File: src/rtl/phy_pkg.sv
// Shared constants for the PHY symbol path.
//   BITS_QAM16 / BITS_QPSK                 : bits carried per symbol in each mode
//   SYM_PER_BYTE_QAM16 / SYM_PER_BYTE_QPSK : symbols needed to drain one byte
//   SCR_SEED_DEFAULT                       : power-up / reload value of the scrambler LFSR
package phy_pkg;

  localparam int         BITS_QAM16         = 4;
  localparam int         BITS_QPSK          = 2;
  localparam int         SYM_PER_BYTE_QAM16 = 2;
  localparam int         SYM_PER_BYTE_QPSK  = 4;
  localparam logic [6:0] SCR_SEED_DEFAULT   = 7'h7F;

endpackage

File: src/rtl/phy_scrambler8.sv
// Byte-wide additive scrambler built on a 7-bit LFSR (x^7 + x^4 + 1).
// Each byte is XORed with 8 successive LFSR outputs (out = s7 ^ s4), output k
// going to bit k, bit 0 first.
// Ports:
//   clk, rst_n : clock, asynchronous active-low reset (LFSR returns to SEED)
//   load       : restart the sequence from SEED this cycle (applies to byte_o too)
//   advance    : commit the 8-step advance (one byte consumed)
//   byte_i     : plain byte
//   byte_o     : scrambled byte (combinational)
module phy_scrambler8 import phy_pkg::*; #(
  parameter logic [6:0] SEED = SCR_SEED_DEFAULT
) (
  input  logic       clk,
  input  logic       rst_n,
  input  logic       load,
  input  logic       advance,
  input  logic [7:0] byte_i,
  output logic [7:0] byte_o
);

  logic [6:0] lfsr_q;
  logic [6:0] lfsr_d;
  logic [6:0] lfsr_cur;
  logic [6:0] lfsr_walk;
  logic       key_bit;

  always_comb begin
    // A reload coinciding with an accept must scramble that byte from the seed.
    lfsr_cur  = load ? SEED : lfsr_q;
    lfsr_walk = lfsr_cur;
    key_bit   = 1'b0;
    byte_o    = byte_i;
    for (int k = 0; k < 8; k++) begin
      key_bit   = lfsr_walk[6] ^ lfsr_walk[3];
      byte_o[k] = byte_i[k] ^ key_bit;
      lfsr_walk = {lfsr_walk[5:0], key_bit};
    end
    lfsr_d = advance ? lfsr_walk : lfsr_cur;
  end

  always_ff @(posedge clk or negedge rst_n) begin
    if (!rst_n) lfsr_q <= SEED;
    else        lfsr_q <= lfsr_d;
  end

endmodule

File: src/rtl/bit_grouper.sv
// Splits accepted bytes into mapper symbols: 4-bit groups (16-QAM) or 2-bit
// groups (QPSK), LSB first, over Wishbone-style handshakes on both sides.
// Optional feature: define SCRAMBLER_EN to scramble each accepted byte with
// phy_scrambler8 (LFSR reloaded with SCR_SEED on every rising edge of CYC_I).
// Ports:
//   CLK_I, RST_I          : clock, asynchronous active-low reset
//   DAT_I, CYC_I, STB_I,
//   WE_I, ACK_O           : upstream byte interface
//   QAM                   : 1 = 16-QAM, 0 = QPSK (sampled per byte)
//   DAT_O, CYC_O, STB_O,
//   WE_O, ACK_I           : downstream symbol interface
module bit_grouper import phy_pkg::*; #(
  parameter logic [6:0] SCR_SEED = SCR_SEED_DEFAULT
) (
  input  logic       CLK_I,
  input  logic       RST_I,
  input  logic [7:0] DAT_I,
  input  logic       CYC_I,
  input  logic       STB_I,
  input  logic       WE_I,
  output logic       ACK_O,
  input  logic       QAM,
  output logic [3:0] DAT_O,
  output logic       CYC_O,
  output logic       STB_O,
  output logic       WE_O,
  input  logic       ACK_I
);

  logic [7:0] buf_q,  buf_d;
  logic [2:0] cnt_q,  cnt_d;
  logic       mode_q, mode_d;
  logic       cyc_o_q, cyc_o_d;
  logic [7:0] load_byte;
  logic       accept;

  // A new byte fits when empty, or when the last symbol leaves this same cycle.
  assign accept = CYC_I & STB_I & WE_I &
                  ((cnt_q == 3'd0) | ((cnt_q == 3'd1) & ACK_I));

`ifdef SCRAMBLER_EN
  logic cyc_prev_q;

  always_ff @(posedge CLK_I or negedge RST_I) begin
    if (!RST_I) cyc_prev_q <= 1'b0;
    else        cyc_prev_q <= CYC_I;
  end

  phy_scrambler8 #(.SEED(SCR_SEED)) u_scrambler (
    .clk     (CLK_I),
    .rst_n   (RST_I),
    .load    (CYC_I & ~cyc_prev_q),
    .advance (accept),
    .byte_i  (DAT_I),
    .byte_o  (load_byte)
  );
`else
  logic [6:0] unused_seed;
  assign unused_seed = SCR_SEED;
  assign load_byte   = DAT_I;
`endif

  always_comb begin
    buf_d   = buf_q;
    cnt_d   = cnt_q;
    mode_d  = mode_q;
    cyc_o_d = CYC_I | (cnt_q != 3'd0);
    // Load wins over shift so a back-to-back byte follows with no bubble.
    if (accept) begin
      buf_d  = load_byte;
      mode_d = QAM;
      cnt_d  = QAM ? 3'(SYM_PER_BYTE_QAM16) : 3'(SYM_PER_BYTE_QPSK);
    end else if ((cnt_q != 3'd0) && ACK_I) begin
      buf_d = mode_q ? (buf_q >> BITS_QAM16) : (buf_q >> BITS_QPSK);
      cnt_d = cnt_q - 3'd1;
    end
  end

  always_ff @(posedge CLK_I or negedge RST_I) begin
    if (!RST_I) begin
      buf_q   <= 8'h00;
      cnt_q   <= 3'd0;
      mode_q  <= 1'b1;
      cyc_o_q <= 1'b0;
    end else begin
      buf_q   <= buf_d;
      cnt_q   <= cnt_d;
      mode_q  <= mode_d;
      cyc_o_q <= cyc_o_d;
    end
  end

  assign ACK_O = accept;
  assign STB_O = (cnt_q != 3'd0);
  assign WE_O  = STB_O;
  assign CYC_O = cyc_o_q;
  assign DAT_O = mode_q ? buf_q[3:0] : {2'b00, buf_q[1:0]};

endmodule

File: config.mk
export PLATFORM = sky130hd
export DESIGN_NAME = bit_grouper
export DESIGN_NICKNAME = d
export VERILOG_FILES = /design/src/rtl/phy_pkg.sv /design/src/rtl/phy_scrambler8.sv /design/src/rtl/bit_grouper.sv
export SDC_FILE = /design/constraint.sdc
export NUM_CORES = 1
export LEC_CHECK = 0
export CAP_MARGIN = 20
export CORE_MARGIN = 5
export CORE_UTILIZATION = 45
export DETAILED_ROUTE_END_ITERATION = 7
export DONT_BUFFER_PORTS = 1
export PLACE_DENSITY = 0.63
export SYNTH_ARGS = -nofsm -noshare
export SYNTH_HDL_FRONTEND = slang
export SYNTH_SLANG_ARGS = --single-unit
File: constraint.sdc
create_clock -name CLK_I -period 1.9 [get_ports CLK_I]
set_input_delay 0.285 -clock CLK_I [delete_from_list [all_inputs] [get_ports CLK_I]]
set_output_delay 0.285 -clock CLK_I [all_outputs]
set_load 0.01 [all_outputs]
==> results.md, run 1 <==
* Post-synth EDFFs at 0
* # setup viols final at 0
* DR pass1 iterations at 3
* Critical path arrival at 1.50 ns
* Unique cell type count in the Yosys netlist at 27
* Initial antenna violation count at 0
* First-pass GRT wire length at 2.33 mm
* Share of layout cells above drive strength 1 at 0.227
* Worst vdd ir at 0.546 mV
* Global routing usage on met1 at 0.139
* CP required at 1.62 ns
* Synth-to-Final Area Change at 4.46%
* Vias post-DR at 524
* Synth warn at 0
* Synth cell count leaders: dfrtp_1, mux2i_1, nand2_1
* Fmax at 559 MHz
* Worst Setup Start Kind: register
* Top-count cell post-synth: dfrtp_1
* Finished Layout Cells at 92
* CP Class: reg2out
* Largest net degree at the start of global routing at 16
* Met2 global-route usage at 0.191
* Placed cells at 87
* Slew Viols, Final at 0
* Clock Latency Late Sink at around 0.26 ns
* Max FO, Critical Path at 5
* Final #Nets at 94
* Post-synthesis cell count at 73
* Period minus WS final at 1.79 ns
* Post-place setup slack at approximately 0.24 ns
* Antenna Nets Post-Route at 0
* Sequential area share after synthesis at 0.416
* Synth Area per Inst at roughly 11 µm²
* Clock root buffer: clkbuf_4
* Avg WL per Cell at 14.8 µm
* Max-cap violations at 0
* Gpl congestion at 0.649
* CTS tree: done
* Die height at between 50 and 60 µm
* DRT iter0 DRCs at 9
* Dominant synthesized flop cell: dfrtp_1
* Initial core utilization at 0.465
* Headroom to the max-slew limit at 0.612
* # resized after CTS at 0
* Total GRT Usage at 0.119
* Setup TNS at 0 ns
* Synth Cell Area at 786 µm²
* RSZ-0062 raised after global routing: false
* Die width at roughly 52 µm
* WL final at roughly 1.4 mm
* Worst-case clock skew at 0.00152 ns
* Most used routing layer: met2
* Net count after synthesis at 91
* # diodes at 0
* FFs w/ async S/R, synth at 1.00
* Final worst setup slack at 0.111 ns
* FP Rows at 15
* DP HPWL at 1.07 mm
* Clock Sinks at 13
* Fin crit share at 0.942
* Final Hold Viols at 0
* Area leader, netlist: dfrtp_1
* Outcome: finished, final reports clean
* Grt ovf at 0
* Num CTS Buffers at 3
* Crit. End Element: output pin
* Vias in the first global route at 539
* Port Buffers at 0
* Synth top area share at 0.382
* Leakage Power at 0.345 nW
* Worst-Margin Slew at 0.580 ns
* Yosys reg bits at 13
* Reg clk slew, reported paths at 0.07 ns
* DR DRC count at 0
* Drt via density at 5.70
* Die area at 0.00268 mm²
* GR met3 Demand/Resource at 0.0487
* I/O Pins at 23
* Min-delay worst type: in2reg
* Core Box Area at 0.00169 mm²
* Htree depth at 1
* PD cells at 1280 mW/mm²
* CTS max path bufs at 2
* Synth top area cells: dfrtp_1, mux2i_1, mux2_2
## logic make-up after synthesis
| logic type | count (synthesis) | share of synthesized area |
|---|---|---|
| AND/OR/NAND/NOR | 21 | 0.162 |
| multiplexers | 14 | 0.188 |
| flip-flops | 13 | 0.416 |
| AO/OA/AOI/OAI | 13 | 0.115 |
| buffers and inverters | 9 | 0.0717 |
| adder cells (fa/ha/maj) | 3 | 0.0478 |
## metal layers
layer | vias up | wire length (µm)
li1 | 259 | -
met1 | 251 | 588
met2 | 12 | 636
met3 | 2 | 128
met4 | 0 | 9
met5 | - | 0
## flip-flops by register name, summed over array words and instances, names as in the netlist
signal	flops
CYC_O	1
buf_q	8
cnt_q	3
mode_q	1
## power breakdown
group / total [W] / internal (W) / leakage, nW / switching [W]
Clock: 0.000164 / 0.0000811 / 0.0150 / 0.0000825
Combinational: 0.000403 / 0.000199 / 0.165 / 0.000204
Sequential: 0.000484 / 0.000374 / 0.166 / 0.000109
## timing repair
action	in CTS	in global routing
hold buffers	1	0
endpoints found under the hold margin	13	0
setup buffers	0	0
## cell usage in the layout (no fill, tap or decap), drive strengths merged, types with 3 or more instances in the layout
master / netlist / routed
buf: 5 / 3
clkbuf: 1 / 4
dfrtp: 12 / 12
ha: 3 / 3
inv: 3 / 3
mux2: 6 / 6
mux2i: 8 / 8
nand2: 8 / 8
nor2b: 3 / 3
o21ai: 7 / 7
## final cells by class
| type | instances | area [µm²] |
|---|---|---|
| Clock buffer | 4 | 26.3 |
| Fill cell | 160 | 868 |
| Inverter | 3 | 11.3 |
| Multi-Input combinational cell | 51 | 403 |
| Sequential cell | 13 | 327 |
| Tap cell | 17 | 21.3 |
| Timing Repair Buffer | 4 | 32.5 |
## final timing paths
check	start	end	slack, ns	depth (start not counted)
setup / recovery	cnt_q[0]	ACK_O	0.11	5
hold / removal	CYC_I	CYC_O	0.13	1
setup reg to reg	cnt_q[0]	mode_q	0.24	6
hold reg to reg	cnt_q[1]	cnt_q[1]	0.51	1
max in group asynchronous	RST_I	cnt_q[2]	1.07	1
min in group asynchronous	RST_I	buf_q[0]	0.45	1
## per-stage QoR
stage | hold slack, ns | util | total power, W | instance area [µm²]
2_1_floorplan | -0.0106 | - | 0.000846 | 786
3_3_place_gp | -0.0103 | 0.464 | 0.000878 | 785
3_5_place_dp | -0.0103 | 0.464 | 0.000892 | 785
4_1_cts | 0.120 | 0.486 | 0.00107 | 821
5_1_grt | 0.118 | 0.486 | 0.00115 | 821
6_report | 0.129 | 0.486 | 0.00105 | 821
## worst max-delay path, cell delays in order (launching register included)
cell and delay [ns]:
dfrtp_1 0.42, inv_1 0.10, ha_1 0.26, a21oi_1 0.10, nor3_4 0.17, buf_4 0.19
No activity file was read; power rests on OpenSTA's default activity.
==> inputs of run 2 (changes only) <==
Settings changed: GPL_ROUTABILITY_DRIVEN from default to 0, PLACE_DENSITY 0.63 to 0.66.
==> results.md, run 2 (synthesis gave the netlist of run 1 again) <==
* Seq. cell area at 327 µm² (unchanged)
* Max reg flops at 8 (unchanged)
* Die area at 0.00268 mm² (unchanged)
* R2R setup slack at 0.26 ns (+0.02 ns)
* Worst vdd ir at 0.580 mV (+6.2%)
* Clock root buffer: clkbuf_4
* FP Rows at 15 (unchanged)
* Clock Latency Late Sink at 0.27 ns (about the same)
* CP Class: reg2out
* DR DRC count at 0 (unchanged)
* Leakage Power at 0.350 nW (+1.4%)
* Top reg by flops: buf_q
* Worst-case clock skew at 0.00317 ns (+0.00165 ns)
* Final Hold Viols at 0 (unchanged)
* Vias in the first global route at 531 (-1.5%)
* # resized after CTS at 0 (unchanged)
* Num CTS Buffers at 3 (unchanged)
* First-pass GRT wire length at 2.37 mm (+1.8%)
* Top flop regs: buf_q: 8 flops, cnt_q: 3 flops
* Max FO, Critical Path at 5 (unchanged)
* Clock Sinks at 13 (unchanged)
* Fmax at 560 MHz (+0.19%)
* Reg clk slew, reported paths at 0.08 ns (about the same)
* CP required at 1.62 ns (about the same)
* Port Buffers at 0 (unchanged)
* Core Box Area at 0.00169 mm² (unchanged)
* Antenna Nets Post-Route at 0 (unchanged)
* CTS max path bufs at 2 (unchanged)
* Headroom to the max-slew limit at 0.609 (-0.00288)
* Crit path launch: cnt_q[0]
* CTS tree: done
* RR Startpoint: cnt_q[0]
* Share of layout cells above drive strength 1 at 0.237 (+0.0102)
* Multi-input combinational cell area at 403 µm² (unchanged)
* Critical path arrival at 1.50 ns (about the same)
* Period minus WS final at 1.79 ns (-0.00336 ns)
* Min-delay worst type: in2reg
* Die height at 51.8 µm (unchanged)
* Worst Setup Start Kind: register
* R2r endpoint: buf_q[5]
* # setup viols final at 0 (unchanged)
* Avg WL per Cell at 15.3 µm (+3.4%)
* Setup TNS at 0 ns (unchanged)
* DRT iter0 DRCs at 7 (-2)
* Total GRT Usage at 0.122 (+0.00243)
* DR pass1 iterations at 3 (unchanged)
* Commonest non-fill, non-tap cell in the layout: dfrtp_1
* Reg2reg path depth at 7 (+1)
* DP HPWL at 1.13 mm (+4.9%)
* Outcome: finished, final reports clean
* Drt via density at 5.68 (-0.32%)
* Fill cells at 148 (-7.5%)
* Initial antenna violation count at 0 (unchanged)
* Worst setup path endpoint: ACK_O
* Worst-Margin Slew at 0.585 ns (+0.00431 ns)
* Largest net degree at the start of global routing at 14 (-2)
* Htree depth at 1 (unchanged)
* Final #Nets at 95 (+1.1%)
* WL final at 1.42 mm (+4.5%)
* Vias post-DR at 528 (+0.76%)
* Initial core utilization at 0.465 (unchanged)
* Final core occ at 0.490 (+0.00444)
* PD cells at 1290 mW/mm² (+0.70%)
* I/O Pins at 23 (unchanged)
* Die width at 51.8 µm (unchanged)
* Fin crit share at 0.940 (-0.00177)
* Grt ovf at 0 (unchanged)
* RSZ-0062 raised after global routing: false
* Commonest non-fill, non-tap cells in the layout: dfrtp_1, mux2i_1, nand2_1, o21ai_1, mux2_2
* Crit. End Element: output pin
* Max-cap violations at 0 (unchanged)
* # diodes at 0 (unchanged)
* Synth-to-Final Area Change at 5.41%
* Slew Viols, Final at 0 (unchanged)
run 2: cell count changes in the layout (fill, tap and decap cells not counted), sizes merged:
cell  before  now
buf        3    4
run 2: area by class of cell:
| cell class | count | area share |
|---|---|---|
| Tap cell | 17 | 0.0257 |
| Clock buffer | 4 | 0.0317 |
| Sequential cell | 13 | 0.394 |
| Multi-Input combinational cell | 51 | 0.486 |
| Timing Repair Buffer | 5 | 0.0483 |
| Inverter | 3 | 0.0136 |
run 2: through the flow:
stage / cells / hold slack [ns] / worst slack (ns) / area [µm²] / power [W]
final: 93 / 0.124 / 0.114 / 828 / 0.00107
after floorplan: 73 / -0.0106 / 0.343 / 786 / 0.000846
after CTS: 93 / 0.122 / 0.112 / 828 / 0.00108
after detailed placement: 88 / -0.0102 / 0.274 / 792 / 0.000902
after global routing: 93 / 0.116 / 0.00239 / 828 / 0.00115
after global placement: 88 / -0.0103 / 0.311 / 792 / 0.000881
run 2: how the worst min path moves through the flow:
stage	start	end	slack [ns]	cells after the start
final	CYC_I	CYC_O	0.12	1
after detailed placement	RST_I	buf_q[0]	-0.01	0
after global routing	CYC_I	CYC_O	0.12	1
after CTS	CYC_I	CYC_O	0.12	1
after global placement	RST_I	CYC_O	-0.01	0
after floorplan	RST_I	CYC_O	-0.01	0
run 2: where the power goes:
part | switching (W) | internal, W | total, W
clock | 0.0000903 | 0.0000813 | 0.000172
sequential | 0.000110 | 0.000374 | 0.000485
combinational | 0.000203 | 0.000208 | 0.000411
total | 0.000404 | 0.000663 | 0.00107
run 2: critical path, stage by stage, from the launching register on:
cell and delay [ns]:
dfrtp_1 0.41, inv_1 0.08, ha_1 0.26, a21oi_1 0.23, nor3_4 0.07, buf_4 0.17
run 2: timing repair:
item	4_1_cts	5_1_grt
hold endpoints to repair	13	0
buffers inserted	0	0
hold buffers	1	0
run 2: metal layers:
layer / track usage / up-vias / wire, µm
met5: 0 / - / 0
met4: 0.0524 / 0 / 0
met3: 0.0344 / 0 / 92
met2: 0.206 / 10 / 728
met1: 0.143 / 253 / 602
li1: - / 265 / -
